`src/rtl/pipeline_pkg.sv`:
```
// pipeline_pkg: shared pipeline types and constants for the fetch/decode boundary
package pipeline_pkg;
  localparam int XLEN = 32;
  localparam logic [31:0] NOP_INSTR = 32'h00000013;
  typedef struct packed {
    logic [31:0]     instr;
    logic [XLEN-1:0] pc;
    logic [XLEN-1:0] pcplus4;
  } ifid_t;
  typedef struct packed {
    logic            epoch;
    logic [XLEN-1:0] pc;
  } fetch_tag_t;
  function automatic logic [XLEN-1:0] word_align(input logic [XLEN-1:0] a);
    return a & ~XLEN'(3);
  endfunction
endpackage

```
`src/rtl/fetch_fifo.sv`:
```
// fetch_fifo: small synchronous FIFO of any type with clear, count and flags
module fetch_fifo #(
  parameter int DEPTH = 2,
  parameter type T = logic,
  localparam int CW = $clog2(DEPTH + 1),
  localparam int PW = DEPTH > 1 ? $clog2(DEPTH) : 1
) (
  input  logic          clk,
  input  logic          reset,
  input  logic          push,
  input  logic          pop,
  input  logic          clear,
  input  T              wdata,
  output T              rdata,
  output logic          full,
  output logic          empty,
  output logic [CW-1:0] count
);
  T mem [DEPTH];
  logic [PW-1:0] rd, wr;
  logic do_push, do_pop;
  function automatic logic [PW-1:0] inc(input logic [PW-1:0] p);
    return p == PW'(DEPTH - 1) ? '0 : p + 1'b1;
  endfunction
  // flags and gated handshakes
  always_comb begin
    empty   = count == '0;
    full    = count == CW'(DEPTH);
    do_push = push && !full;
    do_pop  = pop && !empty;
    rdata   = mem[rd];
  end
  // pointers and occupancy; clear empties the queue
  always_ff @(posedge clk or negedge reset) begin
    if (!reset) begin
      rd    <= '0;
      wr    <= '0;
      count <= '0;
    end else if (clear) begin
      rd    <= '0;
      wr    <= '0;
      count <= '0;
    end else begin
      if (do_push) wr <= inc(wr);
      if (do_pop) rd <= inc(rd);
      count <= count + CW'(do_push) - CW'(do_pop);
    end
  end
  // storage needs no reset; occupancy qualifies every read
  always_ff @(posedge clk) begin
    if (do_push && !clear) mem[wr] <= wdata;
  end
endmodule

```
`src/rtl/if_stage.sv`:
```
// if_stage: instruction fetch with pipelined imem requests, epoch-tagged redirects and a fetch buffer; IF_PERF_CNT_EN adds perf counters
module if_stage
  import pipeline_pkg::*;
#(
  parameter logic [XLEN-1:0] RESET_PC = '0,
  parameter int MAX_OUTSTANDING = 2,
  parameter int FIFO_DEPTH = 2
) (
  input  logic            clk,
  input  logic            reset,
  input  logic            StallF,
  input  logic            StallD,
  input  logic            FlushD,
  input  logic            PCSrcE,
  input  logic [XLEN-1:0] PCTargetE,
  output logic            imem_req_valid,
  input  logic            imem_req_ready,
  output logic [XLEN-1:0] imem_addr,
  input  logic            imem_rsp_valid,
  input  logic [31:0]     imem_rsp_data,
  output ifid_t           outputs,
  output logic            ValidD
`ifdef IF_PERF_CNT_EN
  ,
  output logic [31:0]     perf_fetched,
  output logic [31:0]     perf_dropped,
  output logic [31:0]     perf_stall
`endif
);
  localparam int TCW = $clog2(MAX_OUTSTANDING + 1);
  localparam int BCW = $clog2(FIFO_DEPTH + 1);
  logic [XLEN-1:0] pcf;
  logic epoch, pend;
  logic fire, rsp, keep, clr, pop_buf;
  fetch_tag_t trk_in, trk_head;
  ifid_t buf_in, buf_head;
  logic trk_full, trk_empty, buf_full, buf_empty;
  logic [TCW-1:0] trk_count;
  logic [BCW-1:0] buf_count;
  // issue credit, response filtering and decode-side view of the buffer head
  always_comb begin
    imem_req_valid = reset && !PCSrcE && (pend || (!StallF
                     && int'(trk_count) + int'(buf_count) < FIFO_DEPTH
                     && int'(trk_count) < MAX_OUTSTANDING));
    imem_addr = pcf;
    fire      = imem_req_valid && imem_req_ready;
    rsp       = imem_rsp_valid && !trk_empty;
    clr       = PCSrcE || FlushD;
    keep      = rsp && trk_head.epoch == epoch && !clr;
    pop_buf   = !StallD && !buf_empty;
    trk_in    = '{epoch: epoch, pc: pcf};
    buf_in    = '{instr: imem_rsp_data, pc: trk_head.pc, pcplus4: trk_head.pc + XLEN'(4)};
    ValidD    = !buf_empty;
    outputs   = buf_empty ? ifid_t'{instr: NOP_INSTR, pc: '0, pcplus4: '0} : buf_head;
  end
  // PC, epoch and the offered-but-not-accepted flag that pins valid/addr
  always_ff @(posedge clk or negedge reset) begin
    if (!reset) begin
      pcf   <= RESET_PC;
      epoch <= 1'b0;
      pend  <= 1'b0;
    end else if (PCSrcE) begin
      pcf   <= word_align(PCTargetE);
      epoch <= !epoch;
      pend  <= 1'b0;
    end else begin
      pend <= imem_req_valid && !imem_req_ready;
      if (fire) pcf <= pcf + XLEN'(4);
    end
  end
  fetch_fifo #(.DEPTH(MAX_OUTSTANDING), .T(fetch_tag_t)) u_track (
    .clk(clk), .reset(reset), .push(fire), .pop(rsp), .clear(1'b0),
    .wdata(trk_in), .rdata(trk_head), .full(trk_full), .empty(trk_empty), .count(trk_count)
  );
  fetch_fifo #(.DEPTH(FIFO_DEPTH), .T(ifid_t)) u_ibuf (
    .clk(clk), .reset(reset), .push(keep), .pop(pop_buf), .clear(clr),
    .wdata(buf_in), .rdata(buf_head), .full(buf_full), .empty(buf_empty), .count(buf_count)
  );
  // credit rule makes these unreachable; catch memory-model or credit bugs in simulation
  always_ff @(posedge clk) begin
    if (reset) begin
      assert (!(rsp && buf_full));
      assert (!(imem_rsp_valid && trk_empty));
      assert (!(fire && trk_full));
    end
  end
`ifdef IF_PERF_CNT_EN
  // saturating event counters
  always_ff @(posedge clk or negedge reset) begin
    if (!reset) begin
      perf_fetched <= '0;
      perf_dropped <= '0;
      perf_stall   <= '0;
    end else begin
      perf_fetched <= perf_fetched + 32'(keep && !(&perf_fetched));
      perf_dropped <= perf_dropped + 32'(rsp && !keep && !(&perf_dropped));
      perf_stall   <= perf_stall + 32'(!ValidD && !StallD && !(&perf_stall));
    end
  end
`endif
endmodule

```
`config.mk`:
```
export PLATFORM = sky130hd
export DESIGN_NAME = if_stage
export DESIGN_NICKNAME = d
export VERILOG_FILES = /design/src/rtl/pipeline_pkg.sv /design/src/rtl/fetch_fifo.sv /design/src/rtl/if_stage.sv
export SDC_FILE = /design/constraint.sdc
export NUM_CORES = 1
export LEC_CHECK = 0
export CAP_MARGIN = 20
export CORE_ASPECT_RATIO = 0.9
export CORE_MARGIN = 2
export CORE_UTILIZATION = 50
export CTS_CLUSTER_SIZE = 12
export DETAILED_ROUTE_END_ITERATION = 10
export GPL_TIMING_DRIVEN = 0
export PLACE_DENSITY = 0.85
export SETUP_SLACK_MARGIN = 0.05
export SYNTH_ARGS = -nofsm -noshare
export SYNTH_HDL_FRONTEND = slang
export SYNTH_HIERARCHICAL = 1
export SYNTH_SLANG_ARGS = --single-unit
```
`constraint.sdc`:
```
create_clock -name clk -period 18.55 [get_ports clk]
set_input_delay 3.71 -clock clk [delete_from_list [all_inputs] [get_ports clk]]
set_output_delay 3.71 -clock clk [all_outputs]
set_load 0.05 [all_outputs]
```
==> run summary <==
final hold vios: 0
critical setup path kind: in2out
Synth area leaders: edfxtp_1 (59%), dfrtp_1 (7.6%), mux2_4 (6.9%)
Critical Path Sink Type: output pin
Initial DRC Count: 547
fin nets: 1202
Vias/cell: 5.27
Initial DRT Pass Iterations: 5
most frequent cells after synthesis: edfxtp_1 (258), nor2b_1 (100), mux2_2 (71), mux2_4 (60), nand2_1 (42)
yosys warns: 6
status: finished clean
HP Class: reg2reg
Worst setup SP type: primary input
Cells after Synth: 857
diode count: 0
RSZ-0062 raised after global routing: false
Main synth FF type: edfxtp_1
CTS Buffer Depth: 3
largest family of logic cells by synthesized area: multiplexers
CTS tree: yes
Slew headroom: 0.309
EDFF count, synth: 258
Ports: 202
global route overflow: 0
XOR/XNOR Fraction of Synth Area: 0.0354
Yosys top cell by area: edfxtp_1
Worst Path Required: 14840 ps
Rows: 56
post-CTS sizing: 0
Tmin final: 9610 ps
max capacitance violation total: 0
post-synthesis mux area share: 0.131
residual DRC count: 0
FF+latch count, synth: 298
Worst-path clk slew: 60 ps
hpwl dp: 20.5 mm
compound-cell area share of the yosys netlist: 0.0214
Multi-input gate area: 4180 µm²
Yosys cell types: 57
Worst Path Arrival: 5900 ps
Synth top area share: 0.590
area delta synth->final: 27.6%
pwr dens: 82.2 nW/µm²
Comb power frac: 0.062
fin crit share: 0.518
dpl cells: 1439
H-tree levels: 1
Final Wtd Congestion: 0.860
leak pwr: 5.78 nW
fill count: 1842
count leader, synth: edfxtp_1
endpoints failing setup: 0
asr flop ratio synth: 0.134
part of the power in registers: 0.547
first-pass GRT wire length: 43.5 mm
Root Driver: clkbuf_16
Core Box Area: 25900 µm²
Cell Count, Final, Fillers Out: 1490
Mean Syn Cell Area: 15.3 µm²
global-route usage over all layers: 0.203
fmax: 104 MHz
Worst Clk Skew: 17.0 ps
sw power: 300 µW
postcts setup bufs: 0
Max FO, Critical Path: 3
largest net degree at the start of global routing: 36
Inserted Clock Buffers: 30
cts hold-fix bufs: 0
Horiz. Die Dim: 175 µm
Slew Limit Fails: 0
Die Y: 158 µm
FF/Latch Area: 8750 µm²
Simple-Gate Fraction of Synth Area: 0.118
vias in the first global route: 7928
routed wire length: 28.2 mm
die area: 27600 µm²
Max VDD drop: 0.0659 mV
Clk Latency, worst-skew pair: 550 ps
wire per inst: 19.0 µm
initial antenna violation count: 0
antenna-violating nets left: 0
adder-cell area share of the yosys netlist: 0.00724
Final Power: 1.38 mW
IO buf count: 197
Starting Density: 0.506
Netlist Area Pre-Place: 13100 µm²
Worst Max-Slew Pin Slew: 1030 ps
vias post-DR: 7852
switching part of the total: 0.218
Fin Setup TNS: 0 ps
layout cells sized above 1: 0.205
CTS sink cnt: 298
clock power share: 0.391
Int Power: 1.08 mW
part of the Yosys area used for sequential elements: 0.666
-- registers in the layout (all words and copies together) (netlist names), 2 cells and up --
signal	count
u_ibuf/count	2
imem_addr	30
u_ibuf/mem	192
u_track/mem	66
u_track/count	2
-- cells by family after synthesis --
group | count (synthesis)
other | 1
adders and majority gates | 7
DFF | 298
AOI/OAI and AO/OA | 46
xor gates and xnor gates | 53
and+or+nand+nor | 271
muxes | 133
buffers and inverters | 48
-- path summary, 6_finish.rpt --
kind / start / to / slack, ps / cells past startpoint
max: StallF / imem_req_valid / 8940 / 5
min: epoch / epoch / 560 / 1
max reg2reg: u_track/count[0] / u_track/mem[1][17] / 14500 / 10
min reg2reg: epoch / epoch / 560 / 1
max in group asynchronous: reset / u_ibuf/rd / 15040 / 2
min in group asynchronous: reset / imem_addr[5] / 3030 / 1
-- power groups by stage --
| stage | sequential (mW) | combinational, mW | clock, mW |
|---|---|---|---|
| after global placement | 0.766 | 0.0825 | 0 |
| after floorplan | 0.783 | 0.0244 | 0 |
| final | 0.753 | 0.0860 | 0.538 |
| after detailed placement | 0.766 | 0.0853 | 0 |
| after global routing | 0.755 | 0.0910 | 0.575 |
| after CTS | 0.753 | 0.0861 | 0.545 |
-- critical path, cell delays in order --
cell and delay [ps]:
clkdlybuf4s50_1 470, nor4_1 530, o21ai_0 240, nor2_1 130, clkdlybuf4s50_1 810
-- cell type report --
class | count | share of cell area
clock inverter | 7 | 0.00194
tap | 348 | 0.0260
clock buffer | 44 | 0.0492
buffer | 36 | 0.0131
sequential | 298 | 0.522
multi-input combinational | 523 | 0.250
timing repair buffer | 222 | 0.135
inverter | 12 | 0.00269
-- metal layers --
layer | global-route usage | share of wire | up-vias | routed length, µm
li1 | - | - | 3668 | -
met1 | 0.273 | 0.42 | 3834 | 11900
met2 | 0.346 | 0.49 | 311 | 13700
met3 | 0.0399 | 0.075 | 39 | 2110
met4 | 0.0448 | 0.017 | 0 | 479
met5 | 0 | 0 | - | 0
-- placed cells by master (no fill, tap or decap), types with 29 or more instances in the layout --
| cell | Yosys | final |
|---|---|---|
| clkbuf_1 | 17 | 30 |
| clkbuf_16 | 0 | 31 |
| clkdlybuf4s50_1 | 0 | 196 |
| dfrtp_1 | 40 | 40 |
| edfxtp_1 | 258 | 258 |
| mux2_2 | 71 | 71 |
| mux2_4 | 60 | 60 |
| nand2_1 | 42 | 42 |
| nor2_1 | 29 | 29 |
| nor2b_1 | 100 | 100 |
-- per-stage QoR --
stage	hold WS, ps	cell area [µm²]	utilization	setup slack [ps]
global route	586	16700	0.646	8750
global placement	507	15600	0.601	1600
finish	558	16700	0.646	8940
detailed placement	525	15900	0.613	8990
floorplan	490	13200	-	6210
CTS	559	16700	0.646	8980
Power figures use the tool's default switching activity.
